**src/rtl/edge_detect_filt.sv**
```systemverilog
// edge_detect_filt: multi-channel synchronise / debounce / edge-detect block.
//
// Each of the WIDTH channels owns a SYNC_STAGES-deep synchroniser, a DEB_W-bit
// debounce counter and a filtered level. A filtered toggle produces a one-cycle
// o_pulse and sets a sticky o_event flag when i_mode selects that direction.
// o_irq is the OR of all event flags.
//
// Optional feature macro: EDGE_DET_OVF_EN
//   defined   -> o_ovf[i] records a qualified toggle that arrived while
//                o_event[i] was still set and not being cleared.
//   undefined -> o_ovf is tied to zero and no overflow flops exist.
//
// Handshake note: there is no valid/ready flow here. Inputs are sampled every
// cycle; i_event_clr is a write-1-to-clear strobe that acts at the next edge,
// and a qualified toggle in the same cycle takes priority over the clear.

module edge_detect_filt #(
    parameter int WIDTH       = 4,
    parameter int SYNC_STAGES = 2,
    parameter int DEB_W       = 8
) (
    input  logic             i_clk,
    input  logic             i_rst_n,
    input  logic [WIDTH-1:0] i_detect_in,
    input  logic [1:0]       i_mode,
    input  logic [DEB_W-1:0] i_deb_len,
    input  logic [WIDTH-1:0] i_event_clr,
    output logic [WIDTH-1:0] o_level,
    output logic [WIDTH-1:0] o_pulse,
    output logic [WIDTH-1:0] o_event,
    output logic [WIDTH-1:0] o_ovf,
    output logic             o_irq
);

    // Edge-select decode, shared by all channels.
    logic rise_en;
    logic fall_en;

    assign rise_en = i_mode[0];
    assign fall_en = i_mode[1];

    for (genvar gi = 0; gi < WIDTH; gi++) begin : g_ch

        // Synchroniser chain; sync_q[SYNC_STAGES-1] is the last stage.
        logic [SYNC_STAGES-1:0] sync_q;
        logic                   s;

        // Debounce state.
        logic [DEB_W-1:0] cnt_q;
        logic [DEB_W-1:0] cnt_d;
        logic             level_q;
        logic             level_d;

        // Toggle qualification and sticky flags.
        logic disagree;
        logic toggle;
        logic qual;
        logic pulse_q;
        logic event_q;
        logic event_d;

        // Shift the raw input through the synchroniser flops.
        always_ff @(posedge i_clk or negedge i_rst_n) begin
            if (!i_rst_n) begin
                sync_q <= '0;
            end else begin
                sync_q <= {sync_q[SYNC_STAGES-2:0], i_detect_in[gi]};
            end
        end

        assign s = sync_q[SYNC_STAGES-1];

        // Debounce: count disagreeing cycles, toggle once the count reaches
        // the programmed length. The >= compare lets a mid-count reduction of
        // i_deb_len toggle immediately instead of running the counter past it,
        // so the counter can never wrap.
        always_comb begin
            cnt_d    = cnt_q;
            level_d  = level_q;
            disagree = (s != level_q);
            toggle   = 1'b0;
            if (!disagree) begin
                cnt_d = '0;
            end else if (cnt_q >= i_deb_len) begin
                toggle  = 1'b1;
                level_d = s;
                cnt_d   = '0;
            end else begin
                cnt_d = cnt_q + DEB_W'(1);
            end
        end

        // Qualify the toggle against the edge-select mode using the level
        // before the update (0 -> 1 is a rise, 1 -> 0 is a fall).
        always_comb begin
            qual = 1'b0;
            if (toggle) begin
                qual = level_q ? fall_en : rise_en;
            end
        end

        // Sticky event: a qualified toggle beats a simultaneous clear.
        always_comb begin
            event_d = event_q;
            if (qual) begin
                event_d = 1'b1;
            end else if (i_event_clr[gi]) begin
                event_d = 1'b0;
            end
        end

        // Register debounce state, filtered level, pulse and event.
        always_ff @(posedge i_clk or negedge i_rst_n) begin
            if (!i_rst_n) begin
                cnt_q   <= '0;
                level_q <= 1'b0;
                pulse_q <= 1'b0;
                event_q <= 1'b0;
            end else begin
                cnt_q   <= cnt_d;
                level_q <= level_d;
                pulse_q <= qual;
                event_q <= event_d;
            end
        end

        assign o_level[gi] = level_q;
        assign o_pulse[gi] = pulse_q;
        assign o_event[gi] = event_q;

`ifdef EDGE_DET_OVF_EN
        logic ovf_q;
        logic ovf_d;

        // Overflow: a second qualified toggle while the event is still
        // pending and not being cleared this cycle. Clear otherwise wins.
        always_comb begin
            ovf_d = ovf_q;
            if (qual && event_q && !i_event_clr[gi]) begin
                ovf_d = 1'b1;
            end else if (i_event_clr[gi]) begin
                ovf_d = 1'b0;
            end
        end

        // Register the overflow flag.
        always_ff @(posedge i_clk or negedge i_rst_n) begin
            if (!i_rst_n) begin
                ovf_q <= 1'b0;
            end else begin
                ovf_q <= ovf_d;
            end
        end

        assign o_ovf[gi] = ovf_q;
`else
        assign o_ovf[gi] = 1'b0;
`endif

    end : g_ch

    // Interrupt is the plain OR of the event flags, no extra register.
    assign o_irq = |o_event;

endmodule : edge_detect_filt
```
**config.mk**
```make
export PLATFORM = sky130hd
export DESIGN_NAME = edge_detect_filt
export DESIGN_NICKNAME = d
export VERILOG_FILES = /design/src/rtl/edge_detect_filt.sv
export SDC_FILE = /design/constraint.sdc
export NUM_CORES = 1
export LEC_CHECK = 0
export CORE_MARGIN = 3
export CORE_UTILIZATION = 50
export DETAILED_ROUTE_END_ITERATION = 16
export PLACE_DENSITY = 0.73
export SYNTH_ARGS = -nofsm -noshare
export SYNTH_HDL_FRONTEND = slang
export SYNTH_SLANG_ARGS = --single-unit
```
**constraint.sdc**
```tcl
create_clock -name i_clk -period 2.2 [get_ports i_clk]
set_clock_uncertainty 0.1 [all_clocks]
set_input_delay 0.22 -clock i_clk [delete_from_list [all_inputs] [get_ports i_clk]]
set_output_delay 0.22 -clock i_clk [all_outputs]
set_load 0.03 [all_outputs]
```
==> flow_summary.json <==
{
  "grt_first_pass_wirelength_um": 9120,
  "die_area_sq_um": 6800,
  "grt_pass1_vias": 2019,
  "crit_path_max_incr_delay_ns": 0.45,
  "die_w_um": 82.5,
  "path_delay_family": "buffers and inverters",
  "syn_area_per_cell_sq_um": 10.3,
  "clockBufferDepth": 2,
  "cts_tree": "yes",
  "nNetsFinal": 378,
  "cts_num_sinks": 52,
  "drt-initial-drc-count": 57,
  "ys_seq_area_share_pct": 44.5,
  "die_y_um": 82.5,
  "intPower_uw": 1890,
  "power_frac_comb_pct": 28.6,
  "clkTransAtPathRegs_ns": 0.09,
  "fin_hold_ws_ns": 0.249,
  "diodes": 0,
  "slew_violations": 0,
  "place_inst": 385,
  "cp_cell_sequence": "clkdlybuf4s50_1, inv_1, ha_1, and3_1, o21ai_0, a31o_2, nor2b_1, mux2_2",
  "ys_ff_latch": 52,
  "placementRows": 27,
  "p_sw_share_pct": 32.3,
  "fin_crit_sh_pct": 93.7,
  "drt-pass1-iter-count": 4,
  "path_class": "in -> reg",
  "rsz0062_at_grt": "no",
  "grt_use_total_pct": 17.7,
  "setup_violations": 0,
  "initial_core_util_pct": 52.4,
  "startpoint_type": "input pin",
  "p_per_area_nw_per_um2": 807,
  "postRouteAntennaNets": 0,
  "min_from": "i_detect_in[3]",
  "drive_gt1_share_pct": 8.39,
  "ios": 37,
  "area_growth_pct": 18.4,
  "seq_power_share_pct": 44.4,
  "switching_power_uw": 901,
  "leakage_uw": 0.00171,
  "crit_slowest_cell": "clkdlybuf4s50_1",
  "gp_congestion": 0.831,
  "synth_cell_type_count": 28,
  "cts_buffers": 5,
  "end_kind": "flop",
  "insertion_delay_ns": 0.30,
  "hold_path_class": "in -> reg",
  "ir_drop_mv": 0.582,
  "tns_ns": 0,
  "wirelength_um": 5440,
  "critPathArrivalTime_ns": 2.16,
  "outcome": "completed",
  "p_clk_share_pct": 27.1,
  "yosysWarnings": 0,
  "fin_crit_ns": 2.06,
  "fin_ws_ns": 0.139,
  "max_cap_violations": 0,
  "htreeDepth": 2,
  "antenna_found_initial": 0,
  "cp.required_ns": 2.29,
  "grt_max_degree": 53,
  "core-area_sq_um": 5570,
  "vias": 2013,
  "final_cell_count_no_fill": 394,
  "fmax_ghz": 0.485,
  "cts-root-buf": "clkbuf_8",
  "netlist_area_sq_um": 2920,
  "place_ws_ns": -0.209,
  "port-buffer-count": 32,
  "dp_hpwl_um": 4120,
  "grt.overflow.total": 0,
  "wl_per_cell_um": 13.8,
  "hold_viol": 0,
  "startpoint": "i_deb_len[2]",
  "critical_path_buf_inv_count": 2,
  "drc": 0,
  "crit_fanout": 4,
  "reg2reg_from": "g_ch[0].cnt_q[0]$_DFF_PN0_",
  "synthCells": 285,
  "viasPerCell": 5.11
}
layout by cell type (no fill, tap or decap), types with 2 or more instances in the layout:
master / netlist / routed
clkdlybuf4s50_1: 0 / 30
mux2_1: 2 / 2
inv_1: 21 / 21
nand2b_1: 4 / 4
bufinv_16: 0 / 2
nand4_1: 2 / 2
o211ai_1: 2 / 2
a21oi_1: 8 / 8
dfrtp_1: 52 / 52
xnor2_1: 11 / 11
o22ai_1: 4 / 4
nor2b_1: 3 / 3
a31oi_4: 2 / 2
nand3_1: 15 / 15
nand2_1: 14 / 14
and3_1: 13 / 13
xor2_1: 17 / 17
o21ai_0: 8 / 8
nor2_1: 41 / 40
a31oi_1: 4 / 4
ha_1: 36 / 36
clkbuf_8: 0 / 5
a2111o_1: 2 / 2
conb_1: 1 / 4
buf_4: 16 / 8
what timing repair did:
item	4_1_cts	5_1_grt
gates resized for setup	0	4
endpoints found under the hold margin	52	0
setup endpoints to repair	0	9
hold buffers	1	0
buffers inserted	0	1
cell usage after synthesis:
cell type,instances,area (sq um)
xor2_1,17,149
a31oi_4,2,42.5
a311o_1,1,10.0
nand2_1,14,52.6
a2111o_1,2,22.5
nor2b_4,1,13.8
mux2_2,1,11.3
o22ai_1,4,25.0
nor2_1,41,154
dfrtp_1,52,1300
nand2b_1,4,25.0
buf_4,16,120
a31oi_1,4,25.0
o21ai_0,8,40.0
mux2_4,1,15.0
a21oi_1,8,40.0
and3_1,13,81.3
conb_1,1,3.75
inv_1,21,78.8
a31o_2,1,8.76
mux2_1,2,22.5
o211ai_1,2,15.0
xnor2_1,11,96.3
ha_1,36,450
nand3_1,15,75.1
nand4_1,2,12.5
nand2_2,2,12.5
nor2b_1,3,18.8
worst paths after layout:
path                       cells after the start                     endpoint  slack [ns]
setup / recovery                               8  g_ch[3].level_q$_DFFE_PN0P_        0.14
hold / removal                                 1  g_ch[3].sync_q[0]$_DFF_PN0_        0.25
setup reg to reg                               6  g_ch[0].level_q$_DFFE_PN0P_        0.15
hold reg to reg                                0  g_ch[3].sync_q[1]$_DFF_PN0_        0.26
max in group asynchronous                      3   g_ch[0].cnt_q[2]$_DFF_PN0_        1.43
min in group asynchronous                      3   g_ch[1].cnt_q[6]$_DFF_PN0_        0.32
state kept, by name, summed over array words and instances (netlist names):
name,flops
g_ch.event_q,4
g_ch.pulse_q,4
g_ch.cnt_q,32
g_ch.level_q,4
g_ch.sync_q,8
worst register-to-register path: stages (launching register included):
cell	delay, ns
dfrtp_1	0.43
inv_1	0.07
ha_1	0.26
nand2b_1	0.14
a2111o_1	0.39
a31oi_4	0.21
mux2_1	0.34
routing by layer:
metal / track usage [%] / part of all wire [%]
met1: 23.5 / 46
met2: 30.0 / 50
met3: 3.25 / 3.1
met4: 3.99 / 0.68
met5: 0 / 0
through the flow:
| stage | instance area [sq um] | utilization [%] | power (uW) |
|---|---|---|---|
| finish | 3460 | 62.1 | 2790 |
| global route | 3460 | 62.1 | 2980 |
| CTS | 3440 | 61.7 | 2800 |
| detailed placement | 3300 | 59.2 | 2040 |
| global placement | 3300 | 59.2 | 2000 |
| floorplan | 2930 | - | 1800 |
power groups by stage:
stage | sequential [uW] | clock, uW | combinational (uW)
detailed placement | 1260 | 0 | 778
finish | 1240 | 756 | 797
CTS | 1240 | 771 | 784
global placement | 1260 | 0 | 744
floorplan | 1210 | 0 | 584
global route | 1260 | 812 | 913
logic make-up (layout without fill, tap and decap cells):
group	Yosys count	in the layout	synth area share [%]
buffers and inverters	37	71	6.81
DFF	52	52	44.5
xor gates and xnor gates	28	28	8.39
and+or+nand+nor	95	95	15.2
adders and majority gates	36	36	15.4
muxes	4	4	1.67
AOI/OAI and AO/OA	32	32	7.83
other	1	4	0.128
layout make-up:
class,count,area (sq um)
clock inverters,2,60.1
flip-flops and latches,52,1300
clock buffers,5,68.8
multi-input cells,199,1440
inverters,21,78.8
well taps,72,90.1
repair buffers,43,419
fillers,458,2110
Power figures use the tool's default switching activity.
